<file path="config.mk">
export PLATFORM = sky130hd
export DESIGN_NAME = reg_dump_ctrl
export DESIGN_NICKNAME = d
export VERILOG_FILES = /design/src/rtl/reg_dump_ctrl.sv
export SDC_FILE = /design/constraint.sdc
export NUM_CORES = 1
export LEC_CHECK = 0
export BUFFER_PORTS_ARGS = -buffer_cell sky130_fd_sc_hd__buf_2
export CORE_MARGIN = 2
export CORE_UTILIZATION = 44
export DETAILED_ROUTE_END_ITERATION = 12
export PLACE_DENSITY = 0.76
export SLEW_MARGIN = 10
export SYNTH_ARGS = -nofsm -noshare
export SYNTH_HDL_FRONTEND = slang
export SYNTH_SLANG_ARGS = --single-unit
export TNS_END_PERCENT = 5
</file>
<file path="constraint.sdc">
create_clock -name clock -period 2.1 [get_ports clock]
set_clock_uncertainty 0.1 [all_clocks]
set_input_delay 0.315 -clock clock [delete_from_list [all_inputs] [get_ports clock]]
set_output_delay 0.315 -clock clock [all_outputs]
set_load 0.03 [all_outputs]
</file>
<file path="src/rtl/reg_dump_ctrl.sv">
`timescale 1ns/1ps
// Purpose: runs a processor for NUM_CYCLES cycles, freezes its regfile, then streams every register out.
// Latency: CLR 1 cycle, RUN NUM_CYCLES cycles, then 2 cycles per dumped word (SETTLE + DUMP).
// Backpressure: dump_ready low holds the current dump word stable indefinitely; regfile stays frozen.
module reg_dump_ctrl #(
  parameter int NUM_CYCLES = 500,
  parameter int NUM_REGS   = 32
) (
  input  logic        clock,
  input  logic        reset,
  input  logic        start,
  output logic        cpu_reset,
  input  logic        proc_rwe,
  output logic        rf_we,
  input  logic [4:0]  proc_rs1,
  output logic [4:0]  rf_rs1,
  input  logic [31:0] rf_dataA,
  output logic        dump_valid,
  input  logic        dump_ready,
  output logic [4:0]  dump_index,
  output logic [31:0] dump_data,
  output logic [15:0] cycle_count,
  output logic        done
);

  typedef enum logic [2:0] {
    IDLE   = 3'd0,
    CLR    = 3'd1,
    RUN    = 3'd2,
    SETTLE = 3'd3,
    DUMP   = 3'd4,
    DONE   = 3'd5
  } state_t;

  localparam logic [15:0] LAST_CYCLE = 16'(NUM_CYCLES - 1);
  localparam logic [4:0]  LAST_REG   = 5'(NUM_REGS - 1);

  state_t      state_q, state_d;
  logic [15:0] cycle_count_q, cycle_count_d;
  logic [4:0]  dump_index_q, dump_index_d;
  logic [31:0] dump_data_q, dump_data_d;
  logic        dump_valid_q, dump_valid_d;
  logic        done_q, done_d;
  logic        cpu_reset_q, cpu_reset_d;

  // Next-state and next-output computation for the run/dump sequencer
  always_comb begin
    state_d       = state_q;
    cycle_count_d = cycle_count_q;
    dump_index_d  = dump_index_q;
    dump_data_d   = dump_data_q;
    dump_valid_d  = dump_valid_q;
    case (state_q)
      IDLE: begin
        if (start) state_d = CLR;
      end
      CLR: begin
        cycle_count_d = '0;
        dump_index_d  = '0;
        dump_valid_d  = 1'b0;
        state_d       = RUN;
      end
      RUN: begin
        cycle_count_d = cycle_count_q + 16'd1;
        if (cycle_count_q == LAST_CYCLE) state_d = SETTLE;
      end
      SETTLE: begin
        // rf_rs1 has pointed at dump_index for a full cycle, so rf_dataA is stable here
        dump_data_d  = rf_dataA;
        dump_valid_d = 1'b1;
        state_d      = DUMP;
      end
      DUMP: begin
        if (dump_valid_q && dump_ready) begin
          dump_valid_d = 1'b0;
          if (dump_index_q == LAST_REG) begin
            state_d = DONE;
          end else begin
            dump_index_d = dump_index_q + 5'd1;
            state_d      = SETTLE;
          end
        end
      end
      DONE: begin
        if (start) state_d = CLR;
      end
      default: state_d = IDLE;
    endcase
    done_d      = (state_d == DONE);
    cpu_reset_d = (state_d == IDLE) || (state_d == CLR);
  end

  // State and registered outputs; reset forces the idle/held-in-reset condition at once
  always_ff @(posedge clock or negedge reset) begin
    if (!reset) begin
      state_q       <= IDLE;
      cycle_count_q <= '0;
      dump_index_q  <= '0;
      dump_data_q   <= '0;
      dump_valid_q  <= 1'b0;
      done_q        <= 1'b0;
      cpu_reset_q   <= 1'b1;
    end else begin
      state_q       <= state_d;
      cycle_count_q <= cycle_count_d;
      dump_index_q  <= dump_index_d;
      dump_data_q   <= dump_data_d;
      dump_valid_q  <= dump_valid_d;
      done_q        <= done_d;
      cpu_reset_q   <= cpu_reset_d;
    end
  end

  // Regfile access: writes pass only while running, reads steered to the dump pointer while dumping
  always_comb begin
    rf_we  = (state_q == RUN) && proc_rwe;
    rf_rs1 = ((state_q == SETTLE) || (state_q == DUMP)) ? dump_index_q : proc_rs1;
  end

  assign cpu_reset   = cpu_reset_q;
  assign dump_valid  = dump_valid_q;
  assign dump_index  = dump_index_q;
  assign dump_data   = dump_data_q;
  assign cycle_count = cycle_count_q;
  assign done        = done_q;

endmodule

</file>
==> results of run 1 <==
## metal layers
metal / GRT usage (%) / share of wire (%) / up-vias
met5: 0 / 0 / -
met4: 4.92 / 0.91 / 0
met3: 6.96 / 7.0 / 7
met2: 28.5 / 47 / 93
met1: 25.9 / 45 / 1075
li1: - / - / 1087
## critical path, stage by stage, from the launching register on
cell     delay (ns)
dfrtp_2        0.46
inv_2          0.08
nor2_2         0.05
mux2i_1        0.12
buf_4          0.19
mux2_4         0.31
buf_6          0.14
## power by group through the flow
stage          registers [uW]  logic [uW]  clock network [uW]
6_report                 1830        2780                1080
5_1_grt                  1900        2960                1180
4_1_cts                  1810        2720                1110
3_5_place_dp             1840        2620                   0
3_3_place_gp             1810        2590                   0
2_1_floorplan            2560        1100                   0
## stage by stage
stage | instances | setup TNS (ns)
after global placement | 409 | 0
final | 431 | -0.0122
after detailed placement | 409 | 0
after global routing | 431 | -0.494
after CTS | 429 | -0.0905
after floorplan | 232 | 0
## state kept, by name (all words and copies together) (netlist names)
| name | cells |
|---|---|
| dump_data | 32 |
| done | 1 |
| dump_valid | 1 |
| dump_index | 5 |
| state_q | 3 |
| cycle_count | 16 |
| cpu_reset | 1 |
## cell families after synthesis
logic type	after synthesis	share of synthesized area, %
simple gates	67	13.6
flops	59	54.0
mux	45	18.2
compound gates	43	10.1
buf+inv	14	2.47
fa+ha+maj	3	1.37
xor+xnor	1	0.320
## layout by cell type (no fill, tap or decap), types with 3 or more instances in the layout
master | synthesis | routed
buf_2 | 6 | 98
buf_6 | 1 | 5
mux2_4 | 0 | 5
a22o_1 | 3 | 3
a21oi_1 | 8 | 8
nand2_1 | 20 | 20
buf_4 | 0 | 14
o21ai_0 | 14 | 14
and2_1 | 4 | 4
nand4_1 | 6 | 6
dfrtp_2 | 0 | 4
a31oi_1 | 3 | 3
and3_1 | 6 | 6
nand3_1 | 4 | 4
clkbuf_8 | 0 | 12
nor3_1 | 4 | 3
mux2i_1 | 7 | 7
mux2_2 | 38 | 33
nor2_1 | 10 | 9
dfrtp_1 | 58 | 54
## final timing paths
| path | depth (start not counted) | slack, ns | endpoint |
|---|---|---|---|
| setup / recovery | 6 | -0.006 | rf_rs1[3] |
| hold / removal | 2 | 0.10 | dump_data[27] |
| setup reg to reg | 7 | 0.13 | dump_index[0] |
| hold reg to reg | 1 | 0.40 | dump_data[29] |
| max in group asynchronous | 3 | 0.84 | dump_data[22] |
| min in group asynchronous | 2 | 0.46 | dump_data[15] |
## area by class of cell
cell class	count	area [um^2]
inverter	2	7.51
tap	75	93.8
clock inverter	4	47.5
clock buffer	12	165
sequential	59	1480
multi-input combinational	159	1240
fill	484	2210
timing repair buffer	120	702
## repair_timing
item / 4_1_cts / 5_1_grt
setup endpoints to repair: 5 / 6
endpoints found under the hold margin: 27 / 0
resized for setup: 13 / 9
setup buffers: 3 / 2
hold buffers: 1 / 0
==> impl_metrics.env, run 1 <==
export IMPL_die_w_um=82.9
export IMPL_portBuffers=103
export IMPL_pwr_share_seq_pct=32.1
export IMPL_synth_top_area_cell="dfrtp_1"
export IMPL_drive_gt1_share_pct=53.1
export IMPL_post_place_ws_ns=0.157
export IMPL_rows=28
export IMPL_fin_nets=396
export IMPL_coreArea_mm2=0.00596
export IMPL_ios=104
export IMPL_final_util_pct=62.8
export IMPL_area_growth_pct=36.6
export IMPL_peakVddDrop_uv=832
export IMPL_grt_total_usage_pct=18.9
export IMPL_cp_arrival_ns=1.69
export IMPL_postSynthCellCount=232
export IMPL_start_kind="flop"
export IMPL_ant_nets=0
export IMPL_hold_start="rf_dataA[27]"
export IMPL_maxCapViolations=0
export IMPL_swShare_pct=41.8
export IMPL_ys_types=42
export IMPL_fp_dieArea_mm2=0.00687
export IMPL_period_minus_slack_ns=2.11
export IMPL_tightest_slew_ns=0.687
export IMPL_drt_pass1_iter_count=4
export IMPL_cts_path_max_buffers=2
export IMPL_fin_crit_sh_pct=100
export IMPL_reg2reg_from="dump_index[0]"
export IMPL_numCtsBuffers=9
export IMPL_async_reset_ff_share_pct=100
export IMPL_post_drt_wl_per_cell_um=14.9
export IMPL_synth_enable_flop_cells=0
export IMPL_clk_insertion_delay_late_ns=0.34
export IMPL_htreeDepth=3
export IMPL_yosys_warnings=0
export IMPL_synth_most_common_cell="dfrtp_1"
export IMPL_clock_sinks=59
export IMPL_cts_root_buf="clkbuf_8"
export IMPL_p_total_uw=5690
export IMPL_place_hpwl_um=4450
export IMPL_combPwrFrac_pct=48.8
export IMPL_finalSetupViolCount=5
export IMPL_p_leak_uw=0.00187
export IMPL_hold_class="input port to flop"
export IMPL_cts_tree="built"
export IMPL_critPathRequiredTime_ns=1.68
export IMPL_wl_um=6400
export IMPL_critical_path_class="flop to output port"
export IMPL_synth_common_cells="dfrtp_1, mux2_2, nand2_1"
export IMPL_ys_seq_area_share_pct=54.0
export IMPL_cp_max_fo=5
export IMPL_fin_area_mm2=0.00374
export IMPL_synth_area_leaders="dfrtp_1, mux2_2, nand2_1"
export IMPL_synthesis_area_mm2=0.00274
export IMPL_violations="setup timing"
export IMPL_gp_congestion=0.881
export IMPL_n_antenna_cell=0
export IMPL_p_sw_uw=2380
export IMPL_cell_internal_pwr_uw=3310
export IMPL_antenna_found_initial=0
export IMPL_outcome="complete, but fails checks"
export IMPL_grt_start_max_net_pins=34
export IMPL_ys_flop_type="dfrtp_1"
export IMPL_vias=2262
export IMPL_syn_num_nets=277
export IMPL_clk_pin_slew_ns=0.07
export IMPL_powerDensity_mw_per_mm2=1520
export IMPL_finalHoldViolCount=0
export IMPL_rsz0062_at_grt="yes"
export IMPL_timing_final_ws_setup_ns=-0.00562
export IMPL_cp_end_kind="output port"
export IMPL_synth_seq_cells=59
export IMPL_drc=0
export IMPL_start_util_pct=46.0
export IMPL_die_h_um=82.9
export IMPL_viasPerCell=5.25
export IMPL_syn_avg_cell_area_um2=11.8
export IMPL_fmax_mhz=475
export IMPL_startpoint="state_q[2]"
export IMPL_placed_area_mm2=0.00341
export IMPL_drv_slew=0
export IMPL_overflow=0
export IMPL_synth_top_cell_area_share_pct=53.0
export IMPL_first_iter_violations=50
export IMPL_whs_ns=0.104
export IMPL_max_slew_margin_pct=54.2
export IMPL_power_frac_clock_pct=19.0
export IMPL_grt_first_pass_wirelength_um=10500
export IMPL_grt_pass1_vias=2130
(Power assumes the default switching activity.)
==> run 2, diff against run 1 <==
Settings changed: REMOVE_ABC_BUFFERS from default to 1.
==> impl_metrics.env, run 2 (same netlist as run 1, synthesis figures left out) <==
export IMPL_drc=0
export IMPL_cts_root_buf="clkbuf_8"
export IMPL_grt_first_pass_wirelength_um=10700
export IMPL_overflow=0
export IMPL_post_drt_wl_per_cell_um=15.3
export IMPL_reg2reg_to="dump_index[0]"
export IMPL_finalHoldViolCount=0
export IMPL_fp_dieArea_mm2=0.00687
export IMPL_grt_pass1_vias=2197
export IMPL_tightest_slew_ns=0.401
export IMPL_drv_slew=0
export IMPL_viasPerCell=5.34
export IMPL_cts_tree="built"
export IMPL_reg2reg_depth=7
export IMPL_die_h_um=82.9
export IMPL_power_frac_clock_pct=21.6
export IMPL_portBuffers=103
export IMPL_grt_total_usage_pct=19.2
export IMPL_combPwrFrac_pct=47.2
export IMPL_cp_end_kind="output port"
export IMPL_final_common_cell="buf_2"
export IMPL_die_w_um=82.9
export IMPL_p_sw_uw=2370
export IMPL_clock_sinks=59
export IMPL_antenna_found_initial=0
export IMPL_rows=28
export IMPL_peakVddDrop_uv=906
export IMPL_violations="setup timing"
export IMPL_numCtsBuffers=9
export IMPL_reg2reg_from="dump_index[0]"
export IMPL_fmax_mhz=474
export IMPL_hold_start="rf_dataA[3]"
export IMPL_clk_insertion_delay_late_ns=0.34
export IMPL_cts_path_max_buffers=2
export IMPL_ios=104
export IMPL_drt_pass1_iter_count=4
export IMPL_critPathRequiredTime_ns=1.68
export IMPL_fin_nets=397
export IMPL_fin_tns_setup_ns=-0.0284
export IMPL_largest_register_ffs=32
export IMPL_cp_max_fo=5
export IMPL_grt_start_max_net_pins=60
export IMPL_fillerInstances=449
export IMPL_max_slew_margin_pct=73.2
export IMPL_hold_depth=2
export IMPL_cp_arrival_ns=1.70
export IMPL_outcome="complete, but fails checks"
export IMPL_mostFrequentLayoutCells="buf_2, dfrtp_1, mux2_2"
export IMPL_r2r_slack_ns=0.08
export IMPL_area_growth_pct=36.9
export IMPL_maxCapViolations=0
export IMPL_min_to="dump_data[3]"
export IMPL_fin_cells=432
export IMPL_p_leak_uw=0.00188
export IMPL_htreeDepth=3
export IMPL_first_iter_violations=55
export IMPL_period_minus_slack_ns=2.11
export IMPL_vias=2308
export IMPL_critical_path_class="flop to output port"
export IMPL_gp_congestion=0.832
export IMPL_swShare_pct=40.7
export IMPL_timing_final_ws_setup_ns=-0.0118
export IMPL_coreArea_mm2=0.00596
export IMPL_ant_nets=0
export IMPL_start_kind="flop"
export IMPL_place_hpwl_um=4630
export IMPL_fin_crit_sh_pct=101
export IMPL_wl_um=6600
export IMPL_cell_internal_pwr_uw=3450
export IMPL_n_antenna_cell=0
export IMPL_finalSetupViolCount=5
export IMPL_rsz0062_at_grt="yes"
export IMPL_start_util_pct=46.0
export IMPL_post_place_ws_ns=0.119
export IMPL_drive_gt1_share_pct=51.8
export IMPL_pwr_share_seq_pct=31.1
export IMPL_placed_cells=413
export IMPL_powerDensity_mw_per_mm2=1550
export IMPL_clk_pin_slew_ns=0.07
export IMPL_hold_class="input port to flop"
[run 2: per-stage QoR]
stage / hold slack [ns] / cell area, um^2 / util [%] / total power (uW)
floorplan: -0.0806 / 2680 / - / 3580
global placement: 0.243 / 3410 / 57.3 / 4380
detailed placement: 0.244 / 3410 / 57.3 / 4450
CTS: 0.0876 / 3710 / 62.4 / 5800
global route: 0.0930 / 3750 / 62.9 / 6110
finish: 0.0994 / 3750 / 62.9 / 5820
[run 2: worst max path at each step]
stage / from / cells after the start / slack, ns / endpoint
2_1_floorplan: state_q[0] / 3 / -0.14 / dump_data[0]
3_3_place_gp: dump_index[0] / 7 / 0.15 / dump_index[0]
3_5_place_dp: dump_index[0] / 7 / 0.12 / dump_index[0]
4_1_cts: state_q[0] / 5 / -0.004 / rf_rs1[4]
5_1_grt: state_q[0] / 5 / -0.06 / rf_rs1[1]
6_report: state_q[0] / 5 / -0.01 / rf_rs1[1]
[run 2: repair_timing]
action | 4_1_cts | 5_1_grt
resized for setup | 14 | 8
endpoints found under the hold margin | 58 | 0
setup buffers | 1 | 1
hold buffers | 1 | 0
setup endpoints to repair | 5 | 9
pin swaps | 0 | 0
[run 2: critical path, stage by stage, from the launching register on]
cell     delay, ns
dfrtp_2       0.43
nor2b_4       0.15
mux2i_1       0.13
buf_4         0.19
mux2_4        0.32
buf_6         0.14
[run 2: routing by layer]
layer  global-route usage [%]  wire length, um  vias up
li1                         -                -     1092
met1                     26.7             2980     1102
met2                     28.9             3020      101
met3                     3.98              466       13
met4                     9.09              128        0
met5                        0                0        -
[run 2: layout make-up]
cell class,instances,area [um^2],area share [%]
Sequential cell,59,1480,39.5
Multi-Input combinational cell,159,1230,32.7
Timing Repair Buffer,121,697,18.6
Clock buffer,12,145,3.87
Clock inverter,4,97.6,2.60
Tap cell,75,93.8,2.50
Inverter,2,7.51,0.200
[run 2: power groups by stage]
stage / Sequential, uW / Clock (uW) / Combinational, uW
detailed placement: 1830 / 0 / 2630
global route: 1870 / 1330 / 2910
global placement: 1800 / 0 / 2580
floorplan: 2620 / 0 / 961
finish: 1810 / 1260 / 2750
CTS: 1800 / 1290 / 2710
==> run 3, diff against run 2 <==
Settings changed: CORE_UTILIZATION 44 to 28, PLACE_DENSITY 0.76 to 0.5.
Clock period 2.1 ns to 2.6 ns, I/O delays scaled along.
==> impl_metrics.env, run 3 (same netlist as run 1, synthesis figures left out) <==
export IMPL_fmax_mhz=407
export IMPL_powerDensity_mw_per_mm2=1220
export IMPL_overflow=0
export IMPL_die_w_um=103
export IMPL_wl_um=6570
export IMPL_grt_pass1_vias=2026
export IMPL_coreArea_mm2=0.00964
export IMPL_finalHoldViolCount=0
export IMPL_cp_arrival_ns=1.96
export IMPL_drt_pass1_iter_count=4
export IMPL_gp_congestion=0.835
export IMPL_viasPerCell=4.66
export IMPL_largest_register_ffs=32
export IMPL_htreeDepth=3
export IMPL_reg2reg_depth=7
export IMPL_min_to="dump_data[0]"
export IMPL_finalSetupViolCount=0
export IMPL_ios=104
export IMPL_tightest_slew_ns=0.612
export IMPL_outcome="finished, final reports clean"
export IMPL_cts_root_buf="clkbuf_8"
export IMPL_portBuffers=103
export IMPL_rsz0062_at_grt="no"
export IMPL_die_h_um=103
export IMPL_cts_path_max_buffers=2
export IMPL_period_minus_slack_ns=2.45
export IMPL_cp_max_fo=11
export IMPL_drc=0
export IMPL_drv_slew=0
export IMPL_reg2reg_from="dump_index[0]"
export IMPL_critPathRequiredTime_ns=2.11
export IMPL_critical_path_class="flop to output port"
export IMPL_antenna_found_initial=0
export IMPL_r2r_slack_ns=0.42
export IMPL_fin_tns_setup_ns=0
export IMPL_hold_class="input port to flop"
export IMPL_peakVddDrop_uv=536
export IMPL_n_antenna_cell=0
export IMPL_clk_insertion_delay_late_ns=0.33
export IMPL_post_drt_wl_per_cell_um=13.8
export IMPL_first_iter_violations=119
export IMPL_hold_start="rf_dataA[0]"
export IMPL_start_kind="flop"
export IMPL_mostFrequentLayoutCells="buf_2, dfrtp_1, mux2_2"
export IMPL_fp_dieArea_mm2=0.0106
export IMPL_rows=36
export IMPL_fin_nets=385
export IMPL_start_util_pct=28.4
export IMPL_cp_end_kind="output port"
export IMPL_drive_gt1_share_pct=49.4
export IMPL_maxCapViolations=0
export IMPL_vias=2223
export IMPL_hold_depth=2
export IMPL_clk_pin_slew_ns=0.07
export IMPL_max_slew_margin_pct=59.2
export IMPL_fillerInstances=1011
export IMPL_reg2reg_to="dump_index[0]"
export IMPL_grt_total_usage_pct=12.3
export IMPL_place_hpwl_um=4720
export IMPL_numCtsBuffers=9
export IMPL_grt_first_pass_wirelength_um=9780
export IMPL_ant_nets=0
export IMPL_p_leak_uw=0.00178
export IMPL_fin_crit_sh_pct=94.4
export IMPL_grt_start_max_net_pins=36
export IMPL_clock_sinks=59
export IMPL_area_growth_pct=33.3
export IMPL_whs_ns=0.189
export IMPL_cts_tree="built"
export IMPL_final_common_cell="buf_2"
-- run 3: cell types whose count changed in the layout (fill, tap and decap cells not counted), sizes merged --
| cell | change |
|---|---|
| clkinv | +2 |
| bufinv | -1 |
| clkbuf | -2 |
| buf | -12 |
-- run 3: power by group --
part / switching (uW) / total [uW] / internal, uW
Sequential: 210 / 1470 / 1260
Combinational: 1300 / 2050 / 753
Clock: 363 / 920 / 557
-- run 3: timing repair --
item / CTS / global route
hold buffers: 1 / 0
gates resized for setup: 1 / 2
setup endpoints to repair: 5 / 5
endpoints found under the hold margin: 24 / 0
buffers inserted: 0 / 0
-- run 3: cell type report --
cell class              instances  area [um^2]  area share [%]
inverters                       2         7.51           0.206
clock buffers                  10          138            3.77
clock inverters                 5         77.6            2.13
flip-flops and latches         59         1480            40.5
well taps                     133          166            4.56
repair buffers                109          576            15.8
multi-input cells             159         1210            33.0
-- run 3: through the flow --
step / total power, uW / area [um^2] / cells / utilization, % / setup slack [ns]
after floorplan: 2890 / 2680 / 220 / - / 0.360
after global placement: 3500 / 3410 / 461 / 35.4 / 0.358
after detailed placement: 3530 / 3410 / 461 / 35.4 / 0.309
after CTS: 4470 / 3640 / 477 / 37.8 / 0.0183
after global routing: 4730 / 3650 / 477 / 37.9 / 0.0418
final: 4440 / 3650 / 477 / 37.9 / 0.146
-- run 3: worst max-delay path, cell delays in order, from the launching register on --
cell     delay (ns)
dfrtp_2        0.49
inv_1          0.22
nor2_1         0.14
mux2i_4        0.25
mux2_2         0.36
buf_2          0.18
-- run 3: worst max-delay path by stage --
stage / from / endpoint / cells past startpoint
after floorplan: state_q[0] / dump_data[0] / 3
after global placement: state_q[2] / rf_rs1[0] / 5
after detailed placement: state_q[2] / rf_rs1[0] / 5
after CTS: state_q[2] / rf_rs1[0] / 5
after global routing: state_q[2] / rf_rs1[4] / 5
final: state_q[2] / rf_rs1[1] / 5
-- run 3: layer usage --
metal	track usage (%)	vias up	wire [um]
li1	-	1068	-
met1	15.5	1055	3000
met2	18.5	91	2930
met3	4.88	9	554
met4	5.87	0	91
met5	0	-	0
